==> config.mk <==
export PLATFORM = sky130hd
export DESIGN_NAME = nv_fifo_ctrl_80x18
export DESIGN_NICKNAME = d
export VERILOG_FILES = /design/src/rtl/nv_fifo_ctrl_pkg.sv /design/src/rtl/nv_fifo_wrap_ptr.sv /design/src/rtl/nv_fifo_ctrl_80x18.sv
export SDC_FILE = /design/constraint.sdc
export NUM_CORES = 1
export LEC_CHECK = 0
export CAP_MARGIN = 10
export CORE_MARGIN = 8
export CORE_UTILIZATION = 25
export DETAILED_ROUTE_END_ITERATION = 12
export GPL_ROUTABILITY_DRIVEN = 0
export GPL_TIMING_DRIVEN = 0
export PLACE_DENSITY = 0.59
export SETUP_SLACK_MARGIN = 0.05
export SYNTH_ARGS = -nofsm -noshare
export SYNTH_HDL_FRONTEND = slang
export SYNTH_HIERARCHICAL = 1
export SYNTH_SLANG_ARGS = --single-unit
==> constraint.sdc <==
create_clock -name clk -period 2.8 [get_ports clk]
set_input_delay 0.42 -clock clk [delete_from_list [all_inputs] [get_ports clk]]
set_output_delay 0.42 -clock clk [all_outputs]
set_load 0.02 [all_outputs]
==> src/rtl/nv_fifo_ctrl_pkg.sv <==
// Shared sizes, types and pointer helper for the nv_fifo_ctrl_80x18 sequencer.
package nv_fifo_ctrl_pkg;

   localparam int unsigned FIFO_DEPTH = 80;
   localparam int unsigned FIFO_WIDTH = 18;
   localparam int unsigned FIFO_AW    = 7;

   typedef logic [FIFO_AW-1:0]    ptr_t;
   typedef logic [FIFO_AW-1:0]    cnt_t;
   typedef logic [FIFO_WIDTH-1:0] data_t;

   // Advance a RAM pointer, wrapping DEPTH-1 -> 0 (depth is not a power of two).
   function automatic ptr_t wrap_inc(input ptr_t p);
      return (p == ptr_t'(FIFO_DEPTH - 1)) ? ptr_t'(0) : ptr_t'(p + ptr_t'(1));
   endfunction

endpackage

==> src/rtl/nv_fifo_wrap_ptr.sv <==
// Mod-DEPTH pointer: advances by one on i_inc, clears on synchronous reset.
module nv_fifo_wrap_ptr
   import nv_fifo_ctrl_pkg::*;
(
   input  logic clk,
   input  logic rst,
   input  logic i_inc,
   output ptr_t o_ptr
);

   ptr_t r_ptr;

   // Pointer register with wrap at DEPTH-1.
   always_ff @(posedge clk) begin
      if (rst) begin
         r_ptr <= '0;
      end else if (i_inc) begin
         r_ptr <= wrap_inc(r_ptr);
      end
   end

   assign o_ptr = r_ptr;

endmodule

==> src/rtl/nv_fifo_ctrl_80x18.sv <==
// Valid/ready FIFO sequencer driving an external 80x18 two-port RAM with
// registered read address, output register and bypass mux.
module nv_fifo_ctrl_80x18
   import nv_fifo_ctrl_pkg::*;
(
   input  logic                  clk,
   input  logic                  rst,
   input  logic                  wr_pvld,
   output logic                  wr_prdy,
   input  logic [FIFO_WIDTH-1:0] wr_pd,
   output logic                  rd_pvld,
   input  logic                  rd_prdy,
   output logic [FIFO_AW-1:0]    ram_wa,
   output logic                  ram_we,
   output logic [FIFO_WIDTH-1:0] ram_di,
   output logic [FIFO_AW-1:0]    ram_ra,
   output logic                  ram_re,
   output logic                  ram_ore,
   output logic                  ram_byp_sel,
   output logic [FIFO_WIDTH-1:0] ram_dbyp,
   output logic [FIFO_WIDTH-1:0] rd_pd,
   output logic [FIFO_AW-1:0]    ram_cnt
);

   cnt_t r_ram_cnt;
   logic r_s1_vld;
   logic r_s2_vld;

   ptr_t w_wp;
   ptr_t w_rp;
   logic w_prdy;
   logic w_push;
   logic w_adv2;
   logic w_cnt_zero;
   logic w_rd_pend;
   logic w_bypass;
   logic w_write;
   logic w_capture;
   logic w_issue;

   // Accept while RAM has a free slot; a slot frees only when its data is captured.
   assign w_prdy     = !rst & (r_ram_cnt < cnt_t'(FIFO_DEPTH));
   assign w_push     = wr_pvld & w_prdy;
   assign w_adv2     = !r_s2_vld | rd_prdy;
   assign w_cnt_zero = (r_ram_cnt == cnt_t'(0));
   // Entries written but not yet issued: the one held in ra_d is excluded.
   assign w_rd_pend  = (r_ram_cnt > cnt_t'(r_s1_vld));

   // An empty FIFO with a free output register skips the RAM entirely.
   assign w_bypass  = w_push & w_cnt_zero & w_adv2;
   assign w_write   = w_push & !w_bypass;
   assign w_capture = !rst & r_s1_vld & w_adv2 & !w_bypass;
   assign w_issue   = !rst & w_rd_pend & (!r_s1_vld | w_capture);

   // Write and read pointers into the RAM.
   nv_fifo_wrap_ptr u_wp (
      .clk   (clk),
      .rst   (rst),
      .i_inc (w_write),
      .o_ptr (w_wp)
   );

   nv_fifo_wrap_ptr u_rp (
      .clk   (clk),
      .rst   (rst),
      .i_inc (w_issue),
      .o_ptr (w_rp)
   );

   // Occupancy and read-pipeline stage valids.
   always_ff @(posedge clk) begin
      if (rst) begin
         r_ram_cnt <= '0;
         r_s1_vld  <= 1'b0;
         r_s2_vld  <= 1'b0;
      end else begin
         case ({w_write, w_capture})
            2'b10:   r_ram_cnt <= r_ram_cnt + cnt_t'(1);
            2'b01:   r_ram_cnt <= r_ram_cnt - cnt_t'(1);
            default: r_ram_cnt <= r_ram_cnt;
         endcase
         r_s1_vld <= w_issue | (r_s1_vld & !w_capture);
         r_s2_vld <= w_bypass | w_capture | (r_s2_vld & !rd_prdy);
      end
   end

   assign wr_prdy     = w_prdy;
   assign rd_pvld     = r_s2_vld;
   assign ram_wa      = w_wp;
   assign ram_we      = w_write;
   assign ram_di      = wr_pd;
   assign ram_ra      = w_rp;
   assign ram_re      = w_issue;
   assign ram_ore     = w_bypass | w_capture;
   assign ram_byp_sel = w_bypass;
   assign ram_dbyp    = wr_pd;
   assign ram_cnt     = r_ram_cnt;
   // Read data comes from the RAM dout at the parent; this port is tied off.
   assign rd_pd       = '0;

   a_cnt_range : assert property (@(posedge clk) disable iff (rst)
      r_ram_cnt <= cnt_t'(FIFO_DEPTH));
   a_write_room : assert property (@(posedge clk) disable iff (rst)
      w_write |-> (r_ram_cnt < cnt_t'(FIFO_DEPTH)));
   a_capture_s1 : assert property (@(posedge clk) disable iff (rst)
      w_capture |-> r_s1_vld);
   a_byp_excl : assert property (@(posedge clk) disable iff (rst)
      !(w_bypass & w_capture));

endmodule

==> results of run 1 <==
==> kinds of logic after synthesis <==
family / count (synthesis) / share of synthesized area [%]
compound gates: 33 / 11.8
xor+xnor: 8 / 3.94
fa+ha+maj: 10 / 7.46
mux: 3 / 1.76
flops: 23 / 25.9
simple gates: 69 / 22.7
buf+inv: 68 / 26.2
other cells: 1 / 0.211
==> final timing paths <==
kind                                       to  cells after the start  slack, ns
worst max-delay path               ram_cnt[6]                     10       0.06
worst min-delay path            u_wp/o_ptr[2]                      2       0.50
worst max register to register     ram_cnt[6]                     10       0.06
worst min register to register     ram_cnt[4]                      2       0.53
==> layout make-up <==
class                           count  area share (%)
Buffer                             56            14.9
Clock buffer                        3            1.49
Clock inverter                      1           0.181
Inverter                           11            1.49
Multi-Input combinational cell    141            35.4
Sequential cell                    23            16.8
Tap cell                           96            4.34
Timing Repair Buffer               72            25.3
==> cell usage after synthesis, types with 4 or more instances <==
| cell | instances |
|---|---|
| dfxtp_1 | 23 |
| nor2b_1 | 4 |
| xor2_1 | 6 |
| o31ai_1 | 4 |
| nand2b_1 | 4 |
| nor2_1 | 17 |
| inv_1 | 10 |
| nand3_1 | 6 |
| ha_1 | 9 |
| a21oi_1 | 12 |
| buf_4 | 54 |
| nand2_1 | 11 |
| o21ai_0 | 4 |
==> report_power, final <==
part           internal [uW]  total [uW]  switching (uW)
Clock                   99.9         231             131
Combinational            357         719             362
Sequential               367         419            52.3
Total                    824        1370             546
==> worst max-delay path: cells and delay by family, from the launching register on <==
family | cells | cell delay [ns]
buffers and inverters | 1 | 0.06
adders and majority gates | 2 | 0.40
DFF | 1 | 0.36
muxes | 1 | 0.33
and+or+nand+nor | 3 | 0.92
AOI/OAI and AO/OA | 3 | 0.57
==> metal layers <==
metal | up-vias | GRT usage, % | part of all wire (%)
li1 | 846 | - | -
met5 | - | 0 | 0
met1 | 719 | 9.84 | 41
met2 | 63 | 15.2 | 45
met4 | 0 | 1.74 | 0.35
met3 | 2 | 4.36 | 13
==> registers in the layout, summed over array words and instances (netlist names) <==
register	count
r_s1_vld	1
ram_cnt	7
rd_pvld	1
u_rp/o_ptr	7
u_wp/o_ptr	7
==> timing repair <==
| action | 4_1_cts | 5_1_grt |
|---|---|---|
| hold buffers | 0 | 0 |
| setup endpoints to repair | 18 | 3 |
| setup buffers | 5 | 1 |
| pin swaps | 3 | 1 |
| gates resized for setup | 14 | 3 |
==> through the flow <==
stage,hold WS [ns],instances,utilization [%],total power [uW],setup TNS [ns]
detailed placement,0.514,394,38.7,1110,-9.35
finish,0.497,403,40.5,1370,0
global route,0.496,403,40.5,1470,-0.0594
CTS,0.491,402,40.3,1380,-0.0108
floorplan,0.489,232,-,880,0
global placement,0.517,394,38.7,1100,-9.66
==> run metrics, run 1 <==
number of global-route vias before repair=1,628; Post-Syn Area per Cell=8.27 um2; Routed Antenna Nets=0; Pre-antenna DRT Iters=4; first-pass GRT wire length=7.50 mm; root buffer cell=clkbuf_8; antenna violations before repair=0; Die Y=100 um; Post-synth EDFFs=0; CP startpoint=ram_cnt[2]; top post-synthesis cells by area=dfxtp_1 26%, buf_4 23%, ha_1 6.3%, nor2_1 3.6%, a21oi_1 3.4%; Hold Path Origin=rst; Worst Max-Slew Pin Slew=0.495 ns; I/O Buffers=66; Top FF cell, synth=dfxtp_1; Tmin final=2.74 ns; grt ovf=0; fin area=2770 um2; Max H-tree Level=1; routed vias/inst=4.04; diodes inserted=0; sequential cell area=467 um2; Post-Place Worst Slack=-0.927 ns; RSZ-0062 raised after global routing=yes; final clock skew=0.00647 ns; Crit Reg-Reg Startpoint=ram_cnt[2]; setup ws final=0.0572 ns; Starting Density=26.0%; CP max FO=7; Area after DPL=2650 um2; Skew-Pair Late Insertion Delay=0.28 ns; drt drc=0; Die ar.=10,100 um2; Yosys warnings=6; largest net degree at the start of global routing=16; Data required, critical path=2.97 ns; final WL=4.79 mm; Final Cycle Share=98.0%; clock tree buffer depth=2; worst-path cell chain=or4_4 > nor3_2 > a21o_1 > inv_2 > ha_4 > ha_1 > or2_1 > o21a_1 > o211ai_1 > mux2_1; share of the synthesized area in the top cell type=25.9%; I/O pin count=103; PwrDens=494 nW/um2; startpoint types=flop; Netlist cell types=47; Hold WC Path Type=in -> reg; core area=6830 um2; Die Span X=100 um; most common cell after layout, fill and taps aside=clkdlybuf4s50_1; clock-pin slew on the worst setup and hold paths=0.10 ns; Synth Register Bits=23; Slew headroom=66.7%; CTS tree=built; post-synthesis async set-or-reset flop share=0%; Setup-failing EPs final=0; layout cells sized above 1=28.0%; # nets final=340; Fin. Hold Viols=0; Max-cap violations=0; Worst EP arrival=2.92 ns; max-slew violations=0; number of CTS-inserted buffers=3; FP Rows=30; crit end category=flop; fmax=0.365 GHz; Iter 0 DRT Violations=39; run status=completed; via count=1,630; Setup CP Type=reg -> reg; post-synth top area cell=dfxtp_1; commonest non-fill, non-tap cells in the layout=63 x clkdlybuf4s50_1, 60 x buf_4, 20 x dfxtp_1, 18 x conb_1, 17 x nor2_1; DP Wirelength=3.87 mm; Mapped Cells=215; area of the multi-input gates=981 um2; max incr delay on CP=0.55 ns; VDD IR max=0.272 mV; clock sinks=23; register area share after synthesis=25.9%; number of fillers in the final layout=703; highest-delay cell along the critical path=or4_4; gr usage total=8.95%; P&R area growth vs syn=55.8%; WL/cell=11.9 um; Pleak=0.00122 uW; synthesized area=1780 um2
(Power assumes the default switching activity.)
==> run 2, diff against run 1 <==
--- a/config.mk
+++ b/config.mk
@@ -13,6 +13,7 @@
 export GPL_TIMING_DRIVEN = 0
 export PLACE_DENSITY = 0.59
 export SETUP_SLACK_MARGIN = 0.05
+export SLEW_MARGIN = 25
 export SYNTH_ARGS = -nofsm -noshare
 export SYNTH_HDL_FRONTEND = slang
 export SYNTH_HIERARCHICAL = 1
==> results of run 2 <==
The final DEF is identical to that of run 1; final timing and power are the same.
==> run 3, diff against run 2 <==
--- a/config.mk
+++ b/config.mk
@@ -6,7 +6,6 @@
 export NUM_CORES = 1
 export LEC_CHECK = 0
 export CAP_MARGIN = 10
-export CORE_MARGIN = 8
 export CORE_UTILIZATION = 25
 export DETAILED_ROUTE_END_ITERATION = 12
 export GPL_ROUTABILITY_DRIVEN = 0
==> run metrics, run 3 (synthesis results as in run 1) <==
crit end category=flop; Starting Density=26.0% (unchanged); Hold Buf Count CTS=0 (unchanged); I/O Buffers=66 (unchanged); Die ar.=7450 um2 (-26%); Setup-failing EPs final=0 (unchanged); max-slew violations=0 (unchanged); DP Wirelength=3.19 mm (-18%); diodes inserted=0 (unchanged); grt ovf=0 (unchanged); Data required, critical path=2.96 ns (about the same); Pleak=0.00122 uW (+0.37%); Worst EP arrival=2.96 ns (+0.04 ns); # nets final=342 (+0.59%); number of CTS-inserted buffers=3 (unchanged); Crit Reg-Reg Startpoint=ram_cnt[3]; Final Cycle Share=99.9% (+2.0 points); Hold WC Path Type=reg -> reg; commonest non-fill, non-tap cells in the layout=62 x clkdlybuf4s50_1, 61 x buf_4, 20 x dfxtp_1, 18 x conb_1, 17 x nor2_1; final WL=4.13 mm (-14%); Hold Crit Depth=2 (unchanged); layout cells sized above 1=29.4% (+1.4 points); clock-pin slew on the worst setup and hold paths=0.09 ns (about the same); clock tree buffer depth=2 (unchanged); clock sinks=23 (unchanged); CP max FO=8 (+1); Hold Path Origin=ram_cnt[3]; Area after DPL=2650 um2 (unchanged); largest net degree at the start of global routing=16 (unchanged); VDD IR max=0.256 mV (-6.1%); hold endpoint=ram_cnt[3]; Die Y=86.3 um (-14%); Skew-Pair Late Insertion Delay=0.27 ns (about the same); core area=6830 um2 (unchanged); number of global-route vias before repair=1,533 (-5.8%); final clock skew=0.00457 ns (-0.00190 ns); gr usage total=10.9% (+2.0 points); P&R area growth vs syn=57.2%; via count=1,676 (+2.8%); Routed Antenna Nets=0 (unchanged); CTS tree=built; Iter 0 DRT Violations=18 (-54%); I/O pin count=103 (unchanged); startpoint types=flop; Worst Max-Slew Pin Slew=0.497 ns (+0.00186 ns); RSZ-0062 raised after global routing=yes; first-pass GRT wire length=6.63 mm (-12%); Die Span X=86.3 um (-14%); fin area=2800 um2 (+0.90%); FP Rows=30 (unchanged); Pre-antenna DRT Iters=4 (unchanged); PwrDens=495 nW/um2 (+0.18%); Reg2Reg Depth=9 (-1); Max H-tree Level=1 (unchanged); antenna violations before repair=0 (unchanged); root buffer cell=clkbuf_8; hold_ws=0.516 ns (+0.0187 ns); most common cell after layout, fill and taps aside=clkdlybuf4s50_1; Setup CP Type=reg -> reg; Max-cap violations=0 (unchanged); drt drc=0 (unchanged); Fin. Hold Viols=0 (unchanged); fmax=0.357 GHz (-2.0%); Slew headroom=66.6% (-0.12 points); routed vias/inst=4.14 (+2.3%); Reg2Reg Setup Slack=0.002 ns (-0.05 ns); WL/cell=10.2 um (-14%); run status=completed; Reg2Reg Capture Point=ram_cnt[6]; Tmin final=2.80 ns (+0.0549 ns)
## run 3: cell types whose count changed in the layout (fill, tap and decap cells not counted)
cell / change
nor4b_1: -1
clkdlybuf4s50_1: -1
dfxtp_4: -1
dfxtp_2: +1
ha_2: +1
buf_2: -1
ha_1: -1
clkbuf_2: +1
clkdlybuf4s18_2: +1
nor4b_2: +1
buf_6: +1
buf_4: +1
## run 3: final cells by class
type | instances | area, um2
Fill cell | 703 | 4040
Multi-Input combinational cell | 141 | 990
Timing Repair Buffer | 73 | 709
Sequential cell | 23 | 464
Buffer | 57 | 424
Tap cell | 96 | 120
Clock buffer | 3 | 41.3
Inverter | 11 | 41.3
Clock inverter | 1 | 5.00
## run 3: metal layers
metal | GRT usage, % | share of wire, %
met5 | 0 | 0
met4 | 3.33 | 0.36
met3 | 2.00 | 6.6
met2 | 19.0 | 48
met1 | 13.7 | 45
## run 3: timing repair
item	CTS	global route
setup buffers	4	3
endpoints found under the setup margin	19	2
endpoints found under the hold margin	0	0
gates cloned	0	0
resized for setup	13	7
pin swaps	4	2
## run 3: stage by stage
step / power, uW / setup TNS (ns) / util, % / setup slack [ns] / cells
after floorplan: 880 / 0 / - / 0.0806 / 232
after global placement: 1100 / -8.76 / 38.7 / -0.924 / 394
after detailed placement: 1110 / -8.59 / 38.7 / -0.906 / 394
after CTS: 1370 / -0.00368 / 40.4 / -0.00368 / 402
after global routing: 1480 / -0.143 / 40.9 / -0.110 / 405
final: 1380 / 0 / 40.9 / 0.00228 / 405
## run 3: worst max path at each step
stage	startpoint	endpoint	slack [ns]	cells after the start
6_report	ram_cnt[3]	ram_cnt[6]	0.002	9
5_1_grt	ram_cnt[3]	ram_cnt[6]	-0.11	10
4_1_cts	ram_cnt[3]	ram_cnt[6]	-0.004	9
3_5_place_dp	rst	ram_re	-0.91	6
3_3_place_gp	rst	ram_re	-0.92	6
2_1_floorplan	ram_cnt[2]	ram_cnt[6]	0.08	8
## run 3: where the power goes
group          internal [uW]  leakage [uW]  switching, uW
combinational            376       0.00101            368
clock                   99.5     0.0000255            119
sequential               366      0.000188           55.5
total                    842       0.00122            542
## run 3: worst max-delay path, stage by stage (launching register included)
cell and delay [ns]:
dfxtp_2 0.35, or4_4 0.57, nor3_2 0.13, a21o_1 0.16
inv_2 0.06, ha_4 0.23, buf_6 0.13, or4_1 0.52
o211ai_1 0.21, mux2_1 0.33
